===== src/rtl/qed_replay_buf_pkg.sv =====
// Shared definitions for the QED replay buffer: mode encodings, RV32 opcodes,
// register-field positions and opcode-format decode helpers.
package qed_replay_buf_pkg;

    // QED mode encodings driven by the mode state machine
    typedef enum logic [2:0] {
        ORIGINAL_MODE = 3'd0,
        WAIT1_MODE    = 3'd1,
        DUP_MODE      = 3'd2,
        WAIT2_MODE    = 3'd3,
        CHECK_MODE    = 3'd4
    } qed_mode_e;

    // RV32 major opcodes
    localparam logic [6:0] OPC_BRANCH = 7'b1100011;
    localparam logic [6:0] OPC_JAL    = 7'b1101111;
    localparam logic [6:0] OPC_JALR   = 7'b1100111;
    localparam logic [6:0] OPC_OP     = 7'b0110011;
    localparam logic [6:0] OPC_OP_IMM = 7'b0010011;
    localparam logic [6:0] OPC_LOAD   = 7'b0000011;
    localparam logic [6:0] OPC_STORE  = 7'b0100011;
    localparam logic [6:0] OPC_LUI    = 7'b0110111;
    localparam logic [6:0] OPC_AUIPC  = 7'b0010111;
    localparam logic [6:0] OPC_AMO    = 7'b0101111;

    // Register field positions (each field is 5 bits wide)
    localparam int RD_LSB  = 7;
    localparam int RS1_LSB = 15;
    localparam int RS2_LSB = 20;

    // Width of the issued-but-unretired counter
    localparam int CNT_W = 8;

    typedef enum logic [2:0] {
        FMT_R,
        FMT_I,
        FMT_S,
        FMT_B,
        FMT_U,
        FMT_J,
        FMT_NONE
    } rv_fmt_e;

    // Which register fields a format carries
    typedef struct packed {
        logic rd;
        logic rs1;
        logic rs2;
    } reg_fields_t;

    // Opcode to instruction format; unknown/system opcodes are left untouched
    function automatic rv_fmt_e opc_format(input logic [6:0] opc);
        case (opc)
            OPC_OP, OPC_AMO:              return FMT_R;
            OPC_OP_IMM, OPC_LOAD, OPC_JALR: return FMT_I;
            OPC_STORE:                    return FMT_S;
            OPC_BRANCH:                   return FMT_B;
            OPC_LUI, OPC_AUIPC:           return FMT_U;
            OPC_JAL:                      return FMT_J;
            default:                      return FMT_NONE;
        endcase
    endfunction

    // Register fields present in each format
    function automatic reg_fields_t fmt_fields(input rv_fmt_e f);
        reg_fields_t r;
        r = '0;
        case (f)
            FMT_R: begin r.rd = 1'b1; r.rs1 = 1'b1; r.rs2 = 1'b1; end
            FMT_I: begin r.rd = 1'b1; r.rs1 = 1'b1; end
            FMT_S: begin r.rs1 = 1'b1; r.rs2 = 1'b1; end
            FMT_B: begin r.rs1 = 1'b1; r.rs2 = 1'b1; end
            FMT_U: r.rd = 1'b1;
            FMT_J: r.rd = 1'b1;
            default: r = '0;
        endcase
        return r;
    endfunction

    // Control-transfer opcodes close a segment instead of being recorded
    function automatic logic is_ctrl_op(input logic [6:0] opc);
        return (opc == OPC_BRANCH) || (opc == OPC_JAL) || (opc == OPC_JALR);
    endfunction

endpackage


===== src/rtl/qed_reg_remap.sv =====
// Combinational register remap: moves every nonzero rd/rs1/rs2 field present
// in the instruction's format into the duplicate register bank.
module qed_reg_remap
    import qed_replay_buf_pkg::*;
#(
    parameter int IW         = 32,
    parameter int REG_OFFSET = 16
) (
    input  logic [IW-1:0] instr,
    output logic [IW-1:0] remapped
);

    reg_fields_t fld;

    // x0 is hard-wired zero and must stay x0 in the duplicate stream
    function automatic logic [4:0] bump(input logic [4:0] f);
        return (f == 5'd0) ? f : f + 5'(REG_OFFSET);
    endfunction

    // Patch only the fields the opcode format actually defines; immediates stay intact
    always_comb begin
        fld      = fmt_fields(opc_format(instr[6:0]));
        remapped = instr;
        if (fld.rd)  remapped[RD_LSB  +: 5] = bump(instr[RD_LSB  +: 5]);
        if (fld.rs1) remapped[RS1_LSB +: 5] = bump(instr[RS1_LSB +: 5]);
        if (fld.rs2) remapped[RS2_LSB +: 5] = bump(instr[RS2_LSB +: 5]);
    end

endmodule


===== src/rtl/qed_replay_buf.sv =====
// QED instruction-side replay buffer. ORIGINAL mode forwards fetched
// instructions and records non-branches; DUP mode replays the recorded
// segment with registers remapped. Produces is_branch and pipeline_empty
// for the QED mode state machine.
module qed_replay_buf
    import qed_replay_buf_pkg::*;
#(
    parameter int IW         = 32,
    parameter int DEPTH      = 16,
    parameter int AW         = 4,
    parameter int REG_OFFSET = 16
) (
    input  logic          clk,
    input  logic          rst,
    input  logic [2:0]    mode,
    input  logic          ifu_valid,
    input  logic [IW-1:0] ifu_instr,
    output logic          ifu_ready,
    output logic          exe_valid,
    output logic [IW-1:0] exe_instr,
    input  logic          exe_ready,
    input  logic          exe_retire,
    output logic          is_branch,
    output logic          pipeline_empty,
    output logic [AW:0]   seg_len
);

    localparam int SLW = AW + 1;

    logic [IW-1:0]    rbuf [DEPTH];
    logic [SLW-1:0]   rd_ptr;
    logic             seg_closed;
    logic             dup_done;
    logic [CNT_W-1:0] inflight;

    logic             in_orig, in_dup, in_check;
    logic             load_en, full;
    logic             accept, accept_ctrl, record, force_close;
    logic             dup_avail, dup_issue, dup_last, dup_empty;
    logic             br_pulse, exe_hs;
    logic [IW-1:0]    replay_raw, replay_instr;

    assign in_orig  = (mode == ORIGINAL_MODE);
    assign in_dup   = (mode == DUP_MODE);
    assign in_check = (mode == CHECK_MODE);

    // Output register can take a new instruction when empty or draining
    assign load_en = !exe_valid || exe_ready;
    assign full    = (seg_len == SLW'(DEPTH));

    // Full buffer also blocks accept so a record can never overflow; the
    // forced close below then ends the segment on the following cycle.
    assign ifu_ready   = rst && in_orig && !seg_closed && !full && load_en;
    assign accept      = ifu_valid && ifu_ready;
    assign accept_ctrl = accept && is_ctrl_op(ifu_instr[6:0]);
    assign record      = accept && !accept_ctrl;
    assign force_close = in_orig && !seg_closed && full && !accept;

    // Replay runs while entries remain; an empty (or already consumed)
    // segment still owes the state machine its one closing pulse.
    assign dup_avail = (rd_ptr < seg_len);
    assign dup_issue = in_dup && !dup_done && dup_avail && load_en;
    assign dup_last  = dup_issue && (rd_ptr == seg_len - SLW'(1));
    assign dup_empty = in_dup && !dup_done && !dup_avail;

    assign br_pulse = accept_ctrl || force_close || dup_last || dup_empty;
    assign exe_hs   = exe_valid && exe_ready;

    assign pipeline_empty = (inflight == '0) && !exe_valid;

    assign replay_raw = rbuf[rd_ptr[AW-1:0]];

    qed_reg_remap #(
        .IW         (IW),
        .REG_OFFSET (REG_OFFSET)
    ) u_remap (
        .instr    (replay_raw),
        .remapped (replay_instr)
    );

    // Segment storage; contents are don't-care after reset
    always_ff @(posedge clk) begin
        if (record) rbuf[seg_len[AW-1:0]] <= ifu_instr;
    end

    // Output stage: one register fed by fetch in ORIGINAL or by replay in DUP
    always_ff @(posedge clk or negedge rst) begin
        if (!rst) begin
            exe_valid <= 1'b0;
            exe_instr <= '0;
        end else if (load_en) begin
            exe_valid <= accept || dup_issue;
            if (accept)         exe_instr <= ifu_instr;
            else if (dup_issue) exe_instr <= replay_instr;
        end
    end

    // Segment bookkeeping: length, closure, replay pointer and segment-close pulse
    always_ff @(posedge clk or negedge rst) begin
        if (!rst) begin
            seg_len    <= '0;
            seg_closed <= 1'b0;
            rd_ptr     <= '0;
            dup_done   <= 1'b0;
            is_branch  <= 1'b0;
        end else begin
            is_branch <= br_pulse;
            if (record) seg_len <= seg_len + SLW'(1);
            if (accept_ctrl || force_close) seg_closed <= 1'b1;
            if (dup_issue) rd_ptr <= rd_ptr + SLW'(1);
            // One closing pulse per DUP phase; re-armed once the phase ends
            if (!in_dup)                   dup_done <= 1'b0;
            else if (dup_last || dup_empty) dup_done <= 1'b1;
            if (in_check) begin
                seg_len    <= '0;
                rd_ptr     <= '0;
                seg_closed <= 1'b0;
            end
        end
    end

    // Issued-but-unretired count; simultaneous issue and retire cancel
    always_ff @(posedge clk or negedge rst) begin
        if (!rst) begin
            inflight <= '0;
        end else if (exe_hs && !exe_retire) begin
            if (inflight != '1) inflight <= inflight + CNT_W'(1);
        end else if (!exe_hs && exe_retire) begin
            if (inflight != '0) inflight <= inflight - CNT_W'(1);
        end
    end

endmodule

===== config.mk =====
export PLATFORM = sky130hd
export DESIGN_NAME = qed_replay_buf
export DESIGN_NICKNAME = d
export VERILOG_FILES = /design/src/rtl/qed_replay_buf_pkg.sv /design/src/rtl/qed_reg_remap.sv /design/src/rtl/qed_replay_buf.sv
export SDC_FILE = /design/constraint.sdc
export NUM_CORES = 1
export LEC_CHECK = 0
export CAP_MARGIN = 20
export CORE_MARGIN = 1.5
export CORE_UTILIZATION = 60
export DETAILED_ROUTE_END_ITERATION = 8
export PLACE_DENSITY = 0.78
export SYNTH_ARGS = -nofsm -noshare
export SYNTH_HDL_FRONTEND = slang
export SYNTH_SLANG_ARGS = --single-unit

===== constraint.sdc =====
create_clock -name clk -period 5.86 [get_ports clk]
set_clock_uncertainty 0.2 [all_clocks]
set_input_delay 0.879 -clock clk [delete_from_list [all_inputs] [get_ports clk]]
set_output_delay 0.879 -clock clk [all_outputs]
set_load 0.1 [all_outputs]

==> results of run 1 <==
-- worst min-delay path by stage --
| stage | to | slack [ns] | cells after the start |
|---|---|---|---|
| 6_report | inflight[7] | 0.31 | 1 |
| 5_1_grt | inflight[7] | 0.31 | 1 |
| 4_1_cts | inflight[7] | 0.31 | 1 |
| 3_5_place_dp | inflight[7] | 0.29 | 1 |
| 3_3_place_gp | inflight[7] | 0.29 | 1 |
| 2_1_floorplan | inflight[7] | 0.27 | 1 |
-- critical path, stage by stage --
cell             delay (ns)
clkdlybuf4s50_1        0.46
nor4_1                 0.35
and4_1                 0.28
clkdlybuf4s50_1        1.14
-- report_power, final --
| part | total (mW) | leakage (nW) | internal [mW] | switching [mW] |
|---|---|---|---|---|
| Clock | 3.40 | 0.841 | 1.94 | 1.46 |
| Combinational | 2.45 | 2.16 | 0.922 | 1.53 |
| Sequential | 4.74 | 5.27 | 4.56 | 0.188 |
-- per-layer routing --
metal	routed length, um	share of wire [%]
met1	19550	40
met2	23960	49
met3	4010	8.3
met4	1075	2.2
met5	12	0.025
-- per-stage QoR --
stage,utilization [%],instance area [um^2],power [mW],instances
detailed placement,65.24,24000,7.289,1621
global placement,65.09,23940,7.240,1618
finish,70.02,25760,10.59,1724
floorplan,-,22510,6.705,1100
CTS,69.95,25730,10.66,1723
global route,70.02,25760,10.95,1724
-- cell type report --
class,count,area [um^2]
fillers,2189,11030
repair buffers,108,1084
multi-input cells,468,5575
clock inverters,28,222.7
well taps,468,585.6
clock buffers,74,1509
flip-flops and latches,566,16740
inverters,12,45.04
-- logic make-up (layout without fill, tap and decap cells) --
logic type               count (synthesis)  after routing  share of synthesized area (%)
AO/OA/AOI/OAI                           96             96                          2.827
XOR/XNOR                                19             19                         0.7400
adder cells (fa/ha/maj)                 18             18                          1.035
buffers and inverters                   66            222                          1.430
flip-flops                             566            566                          74.38
multiplexers                           195            195                          16.63
AND/OR/NAND/NOR                        140            140                          2.960
-- sequential cells by signal, summed over array words and instances (netlist names) --
register,flops
dup_done,1
seg_len,5
inflight,8
rd_ptr,5
is_branch,1
exe_instr,32
seg_closed,1
exe_valid,1
rbuf,512
-- layout by cell type, fill, tap and decap left out, types with 16 or more instances in the layout --
cell type / instances
buf_4: 23
clkbuf_16: 56
clkdlybuf4s50_1: 79
dfrtp_1: 50
edfxtp_1: 512
ha_1: 17
mux2i_1: 48
mux4_2: 141
nand2_1: 54
nor2_1: 22
o21ai_0: 23
o21ai_1: 16
==> impl_results.html, run 1 <==
<table>
<tr><th>Metric</th><th>Value</th></tr>
<tr><th colspan="2">Timing</th></tr>
<tr><td>Unrepaired setup endpoints after global routing</td><td>no</td></tr>
<tr><td>Slew at the pin closest to its max-slew limit</td><td>0.9884 ns</td></tr>
<tr><td>Final critical-path setup slack</td><td>1.664 ns</td></tr>
<tr><td>Max Clk Rate</td><td>238.3 MHz</td></tr>
<tr><td>Hold Worst Slack</td><td>0.3112 ns</td></tr>
<tr><td>Setup TNS</td><td>0 ns</td></tr>
<tr><td>Number of hold violations in the final report</td><td>0</td></tr>
<tr><td>Post-route clock period utilization</td><td>71.61%</td></tr>
<tr><td>Crit path time final</td><td>4.196 ns</td></tr>
<tr><td>Headroom to the max-slew limit</td><td>33.90%</td></tr>
<tr><td>Pins Over Slew Limit</td><td>0</td></tr>
<tr><td>Final setup violating endpoints</td><td>0</td></tr>
<tr><th colspan="2">GRT</th></tr>
<tr><td>GR met1 Demand/Resource</td><td>36.76%</td></tr>
<tr><td>Most crowded layer after global routing</td><td>met2</td></tr>
<tr><td>Total routing resource utilization after global routing</td><td>26.00%</td></tr>
<tr><td>Global route overflow</td><td>0</td></tr>
<tr><td>Number of antenna violations at the first check in global routing</td><td>1</td></tr>
<tr><td>Maximum number of pins on one net before global-route repair</td><td>70</td></tr>
<tr><td>Vias in the first global route</td><td>11,550</td></tr>
<tr><td>GRT met3 Usage</td><td>5.493%</td></tr>
<tr><td>M2 GR Usage</td><td>41.87%</td></tr>
<tr><td>Wire length of the first global-routing pass</td><td>72.73 mm</td></tr>
<tr><th colspan="2">Floorplan</th></tr>
<tr><td>Starting density of the core</td><td>61.13%</td></tr>
<tr><td>Number of standard-cell rows in the floorplan</td><td>70</td></tr>
<tr><td>Chip width</td><td>196.6 um</td></tr>
<tr><td>Area of the core region</td><td>36,790 um^2</td></tr>
<tr><td>I/O pins</td><td>81</td></tr>
<tr><td>Die area</td><td>38,650 um^2</td></tr>
<tr><td>Chip height</td><td>196.6 um</td></tr>
<tr><th colspan="2">Detailed routing</th></tr>
<tr><td>Drt first pass iters</td><td>5</td></tr>
<tr><td>DR vias</td><td>11,260</td></tr>
<tr><td>DR DRC count</td><td>0</td></tr>
<tr><td>Average routed wire per standard cell</td><td>28.19 um</td></tr>
<tr><td>Vias per std cell</td><td>6.530</td></tr>
<tr><td>Routed wire length</td><td>48.61 mm</td></tr>
<tr><td>Number of nets with antenna violations after routing</td><td>0</td></tr>
<tr><td>Drt first-iter violations</td><td>1,042</td></tr>
<tr><th colspan="2">Setup path</th></tr>
<tr><td>Critical register-to-register path endpoint</td><td>rd_ptr[3]</td></tr>
<tr><td>Reg2Reg Setup Slack</td><td>1.67 ns</td></tr>
<tr><td>Critical register-to-register path startpoint</td><td>seg_len[2]</td></tr>
<tr><td>Crit path DAT</td><td>3.12 ns</td></tr>
<tr><td>Crit. Startpoint</td><td>mode[1]</td></tr>
<tr><td>Type of the setup path with the least slack</td><td>in -&gt; out</td></tr>
<tr><td>FF-to-FF path depth</td><td>9</td></tr>
<tr><td>Element type at the critical path end</td><td>output pin</td></tr>
<tr><td>Top fanout value on the critical path</td><td>4</td></tr>
<tr><td>Worst setup path endpoint</td><td>ifu_ready</td></tr>
<tr><td>Data required, critical path</td><td>4.78 ns</td></tr>
<tr><td>Kind of start point of the critical path</td><td>input pin</td></tr>
<tr><th colspan="2">Synthesis</th></tr>
<tr><td>Most used flip-flop cell after synthesis</td><td>edfxtp_1</td></tr>
<tr><td>Number of enable-type register cells in the synthesized netlist</td><td>512</td></tr>
<tr><td>Post-synthesis sequential element count</td><td>566</td></tr>
<tr><td>Synth Net Count</td><td>1,158</td></tr>
<tr><td>Most instantiated cells after synthesis</td><td>edfxtp_1, mux4_2, dfrtp_1, nand2_1, mux2i_1</td></tr>
<tr><td>Library cells used by synthesis</td><td>55</td></tr>
<tr><td>Library cell with the largest summed area after synthesis</td><td>edfxtp_1</td></tr>
<tr><td>Synth Area per Inst</td><td>20.44 um^2</td></tr>
<tr><td>Biggest area contributors in the synthesized netlist</td><td>edfxtp_1, mux4_2, dfrtp_1</td></tr>
<tr><td>Mapped cell area</td><td>22,490 um^2</td></tr>
<tr><td>Number of warnings reported in the yosys synthesis log</td><td>0</td></tr>
<tr><td>Proportion of synthesized flip-flops having asynchronous set or reset</td><td>9.541%</td></tr>
<tr><td>Area share of the leading cell type in the synthesized netlist</td><td>68.37%</td></tr>
<tr><td>Sequential share of the synthesized area</td><td>74.38%</td></tr>
<tr><td>Number of cells produced by synthesis</td><td>1,100</td></tr>
<tr><td>Most repeated cell in the gate-level netlist after synthesis</td><td>edfxtp_1</td></tr>
<tr><th colspan="2">Clock tree</th></tr>
<tr><td>Number of sinks on the clock net</td><td>566</td></tr>
<tr><td>Clock tree root driver cell</td><td>clkbuf_16</td></tr>
<tr><td>Number of buffers added by the clock tree synthesis step</td><td>55</td></tr>
<tr><td>Buffers from clock root to sink, at most</td><td>3</td></tr>
<tr><td>TritonCTS clock tree</td><td>built</td></tr>
<tr><td># hold bufs at CTS</td><td>0</td></tr>
<tr><td>Clock slew at the register clock pins of the worst setup and hold paths</td><td>0.06 ns</td></tr>
<tr><td>CTS H-tree depth</td><td>2</td></tr>
<tr><td>Number of post-CTS setup repair buffers</td><td>0</td></tr>
<tr><td>Worst skew pair latency</td><td>0.60 ns</td></tr>
<tr><td>Resize count post-CTS</td><td>0</td></tr>
<tr><th colspan="2">Placement</th></tr>
<tr><td>Detailed placer's ending HPWL</td><td>27.47 mm</td></tr>
<tr><td>Minimum setup slack after placement</td><td>1.210 ns</td></tr>
<tr><td>Final RePlAce weighted congestion</td><td>0.7565</td></tr>
<tr><td>Total of buffers placed on input and output ports</td><td>80</td></tr>
<tr><th colspan="2">Run</th></tr>
<tr><td>Max Cap Viol</td><td>0</td></tr>
<tr><th colspan="2">Power</th></tr>
<tr><td>Leakage power</td><td>8.278 nW</td></tr>
<tr><td>Pwr per Cell Area</td><td>411.3 nW/um^2</td></tr>
<tr><td>Maximum ir drop on the vdd rail</td><td>0.3098 mV</td></tr>
<tr><th colspan="2">Min path</th></tr>
<tr><td>Startpoint of the worst hold path</td><td>inflight[7]</td></tr>
<tr><td>Class of the worst hold path</td><td>reg -&gt; reg</td></tr>
<tr><th colspan="2">Layout</th></tr>
<tr><td>Growth of design area from synthesis to finish</td><td>14.54%</td></tr>
<tr><td>Layout cell share with drive strength beyond 1</td><td>22.45%</td></tr>
<tr><td>Final antenna diode count</td><td>0</td></tr>
<tr><td>Final nets</td><td>1,269</td></tr>
<tr><th colspan="2">Status</th></tr>
<tr><td>Run status</td><td>finished clean</td></tr>
</table>
Power figures use the tool's default switching activity.
==> run 2: changes to the inputs <==
- clock period: 5.86 -> 4.2 ns (I/O delays scaled with it)
==> run 2 against run 1 <==
First-iteration DRC count grew 26%. Combinational power grew 42%. Design area grew 1.3%. Via count grew 3.9%. Routed wire length grew 6.6%. Register-to-register slack lost 1.2 ns. Hold slack lost 0.21 ns. Sequential power grew 40%. Count of clock-buffer cells in the layout shrank 3. Sequential share of layout area shrank 0.83 points. Critical path type is now reg -> reg. Highest routed layer is now met4.
==> impl_results.html, run 2 (synthesis results as in run 1) <==
<table>
<tr><th>Metric</th><th>Value</th></tr>
<tr><th colspan="2">Status</th></tr>
<tr><td>Run status</td><td>finished clean</td></tr>
<tr><th colspan="2">Placement</th></tr>
<tr><td>Final RePlAce weighted congestion</td><td>0.8154 (+7.8%)</td></tr>
<tr><td>Total of buffers placed on input and output ports</td><td>80 (unchanged)</td></tr>
<tr><td>Minimum setup slack after placement</td><td>0.5129 ns (-0.6974 ns)</td></tr>
<tr><td>Placed cell count</td><td>1,645 (+1.5%)</td></tr>
<tr><td>Detailed placer's ending HPWL</td><td>28.31 mm (+3.1%)</td></tr>
<tr><th colspan="2">Detailed routing</th></tr>
<tr><td>Vias per std cell</td><td>6.700 (+2.6%)</td></tr>
<tr><td>Drt first pass iters</td><td>5 (unchanged)</td></tr>
<tr><td>Number of nets with antenna violations after routing</td><td>0 (unchanged)</td></tr>
<tr><td>DR vias</td><td>11,700 (+3.9%)</td></tr>
<tr><td>Average routed wire per standard cell</td><td>29.68 um (+5.3%)</td></tr>
<tr><td>Routed wire length</td><td>51.81 mm (+6.6%)</td></tr>
<tr><td>DR DRC count</td><td>0 (unchanged)</td></tr>
<tr><td>Drt first-iter violations</td><td>1,312 (+26%)</td></tr>
<tr><th colspan="2">Timing</th></tr>
<tr><td>Unrepaired setup endpoints after global routing</td><td>no</td></tr>
<tr><td>Setup TNS</td><td>0 ns (unchanged)</td></tr>
<tr><td>Hold Worst Slack</td><td>0.1049 ns (-0.2063 ns)</td></tr>
<tr><td>Final critical-path setup slack</td><td>0.4496 ns (-1.214 ns)</td></tr>
<tr><td>Headroom to the max-slew limit</td><td>32.31% (-1.6 points)</td></tr>
<tr><td>Final setup violating endpoints</td><td>0 (unchanged)</td></tr>
<tr><td>Pins Over Slew Limit</td><td>0 (unchanged)</td></tr>
<tr><td>Crit path time final</td><td>3.750 ns</td></tr>
<tr><td>Number of hold violations in the final report</td><td>0 (unchanged)</td></tr>
<tr><td>Max Clk Rate</td><td>266.6 MHz</td></tr>
<tr><td>Slew at the pin closest to its max-slew limit</td><td>1.012 ns (+0.02375 ns)</td></tr>
<tr><td>Post-route clock period utilization</td><td>89.30%</td></tr>
<tr><th colspan="2">Layout</th></tr>
<tr><td>Final nets</td><td>1,291 (+1.7%)</td></tr>
<tr><td>Layout cell share with drive strength beyond 1</td><td>24.49% (+2.0 points)</td></tr>
<tr><td>Most common library cell in the layout ignoring fill and taps</td><td>edfxtp_1</td></tr>
<tr><td>Growth of design area from synthesis to finish</td><td>16.05%</td></tr>
<tr><td>Finished Layout Cells</td><td>1,746 (+1.3%)</td></tr>
<tr><td>Final antenna diode count</td><td>0 (unchanged)</td></tr>
<tr><td>Highest-count cells in the layout ignoring fill and taps</td><td>edfxtp_1, mux4_2, clkdlybuf4s50_1</td></tr>
<tr><td>Flip-flop count of the largest register after layout</td><td>512 (unchanged)</td></tr>
<tr><th colspan="2">Setup path</th></tr>
<tr><td>Type of the setup path with the least slack</td><td>reg -&gt; reg</td></tr>
<tr><td>Crit path DAT</td><td>4.00 ns (+0.88 ns)</td></tr>
<tr><td>Data required, critical path</td><td>4.45 ns (-0.33 ns)</td></tr>
<tr><td>Kind of start point of the critical path</td><td>register</td></tr>
<tr><td>Element type at the critical path end</td><td>register</td></tr>
<tr><td>Top fanout value on the critical path</td><td>34 (+30)</td></tr>
<tr><th colspan="2">Power</th></tr>
<tr><td>Pwr per Cell Area</td><td>581.0 nW/um^2 (+41%)</td></tr>
<tr><td>Maximum ir drop on the vdd rail</td><td>0.4179 mV (+35%)</td></tr>
<tr><td>Overall power consumption</td><td>15.16 mW (+43%)</td></tr>
<tr><td>Leakage power</td><td>8.446 nW (+2.0%)</td></tr>
<tr><th colspan="2">Floorplan</th></tr>
<tr><td>Number of standard-cell rows in the floorplan</td><td>70 (unchanged)</td></tr>
<tr><td>Starting density of the core</td><td>61.13% (unchanged)</td></tr>
<tr><td>Die area</td><td>38,650 um^2 (unchanged)</td></tr>
<tr><td>Chip height</td><td>196.6 um (unchanged)</td></tr>
<tr><td>Chip width</td><td>196.6 um (unchanged)</td></tr>
<tr><td>I/O pins</td><td>81 (unchanged)</td></tr>
<tr><td>Area of the core region</td><td>36,790 um^2 (unchanged)</td></tr>
<tr><th colspan="2">GRT</th></tr>
<tr><td>Global route overflow</td><td>0 (unchanged)</td></tr>
<tr><td>Total routing resource utilization after global routing</td><td>27.97% (+2.0 points)</td></tr>
<tr><td>Vias in the first global route</td><td>12,100 (+4.8%)</td></tr>
<tr><td>Wire length of the first global-routing pass</td><td>77.70 mm (+6.8%)</td></tr>
<tr><td>Maximum number of pins on one net before global-route repair</td><td>55 (-21%)</td></tr>
<tr><td>Number of antenna violations at the first check in global routing</td><td>0 (-1)</td></tr>
<tr><th colspan="2">Clock tree</th></tr>
<tr><td>Clock slew at the register clock pins of the worst setup and hold paths</td><td>0.06 ns (about the same)</td></tr>
<tr><td># hold bufs at CTS</td><td>0 (unchanged)</td></tr>
<tr><td>CTS H-tree depth</td><td>2 (unchanged)</td></tr>
<tr><td>Number of post-CTS setup repair buffers</td><td>0 (unchanged)</td></tr>
<tr><td>Number of buffers added by the clock tree synthesis step</td><td>54 (-1.8%)</td></tr>
<tr><td>TritonCTS clock tree</td><td>built</td></tr>
<tr><td>Resize count post-CTS</td><td>0 (unchanged)</td></tr>
<tr><td>Clock tree root driver cell</td><td>clkbuf_16</td></tr>
<tr><td>Buffers from clock root to sink, at most</td><td>3 (unchanged)</td></tr>
<tr><td>Number of sinks on the clock net</td><td>566 (unchanged)</td></tr>
<tr><td>Worst skew pair latency</td><td>0.59 ns (about the same)</td></tr>
<tr><th colspan="2">Run</th></tr>
<tr><td>Max Cap Viol</td><td>0 (unchanged)</td></tr>
<tr><th colspan="2">Min path</th></tr>
<tr><td>Class of the worst hold path</td><td>in -&gt; async</td></tr>
</table>
[run 2: changes by cell type in the layout (fill, tap and decap cells not counted), sizes merged]
cell,delta
bufinv,+6
buf,+24
clkinv,-6
clkbuf,-3
clkinvlp,+2
clkdlybuf4s50,-1
[run 2: routing by layer]
| metal | vias to the layer above | global-route usage, % | routed length, um | part of all wire, % |
|---|---|---|---|---|
| met1 | 6107 | 39.55 | 20200 | 39 |
| met4 | 0 | 9.019 | 1462 | 2.8 |
| met3 | 106 | 5.339 | 4587 | 8.9 |
| met5 | - | 0 | 0 | 0 |
| li1 | 4791 | - | - | - |
| met2 | 695 | 45.02 | 25560 | 49 |
[run 2: stage by stage]
step                cell area, um^2  util [%]
floorplan                     22580         -
global placement              24260     65.96
detailed placement            24260     65.96
CTS                           26100     70.94
global route                  26100     70.94
finish                        26100     70.94
[run 2: power breakdown]
| part | switching [mW] | internal, mW |
|---|---|---|
| Clock | 2.06 | 2.99 |
| Sequential | 0.263 | 6.36 |
| Combinational | 2.19 | 1.30 |
[run 2: final timing paths]
path                        startpoint             to  slack [ns]  cells past startpoint
hold reg to reg            inflight[7]    inflight[7]        0.32                      1
hold / removal                     rst   exe_instr[4]        0.10                      2
min in group clk           inflight[7]    inflight[7]        0.32                      1
max in group asynchronous          rst      rd_ptr[1]        3.04                      2
setup / recovery             rd_ptr[0]  exe_instr[11]        0.45                      9
setup reg to reg             rd_ptr[0]  exe_instr[11]        0.45                      9
[run 2: layout make-up]
class,instances,area (um^2)
Sequential cell,566,16740
Fill cell,2098,10690
Multi-Input combinational cell,468,5578
Clock buffer,71,1456
Timing Repair Buffer,131,1314
Tap cell,468,585.6
Clock inverter,30,377.9
Inverter,12,45.04
[run 2: critical path, stage by stage (launching register included)]
cell	delay, ns
dfrtp_4	0.84
buf_4	0.52
mux4_2	0.58
a22oi_1	0.23
nand2_1	0.11
nand2_1	0.21
nor3_1	0.10
a32oi_1	0.42
mux2i_1	0.28
o21ai_1	0.10
==> run 3: changes to the inputs <==
- CTS_CLUSTER_SIZE: not set -> 40
==> results of run 3 <==
Final layout, timing and power as in run 2 (identical DEF).
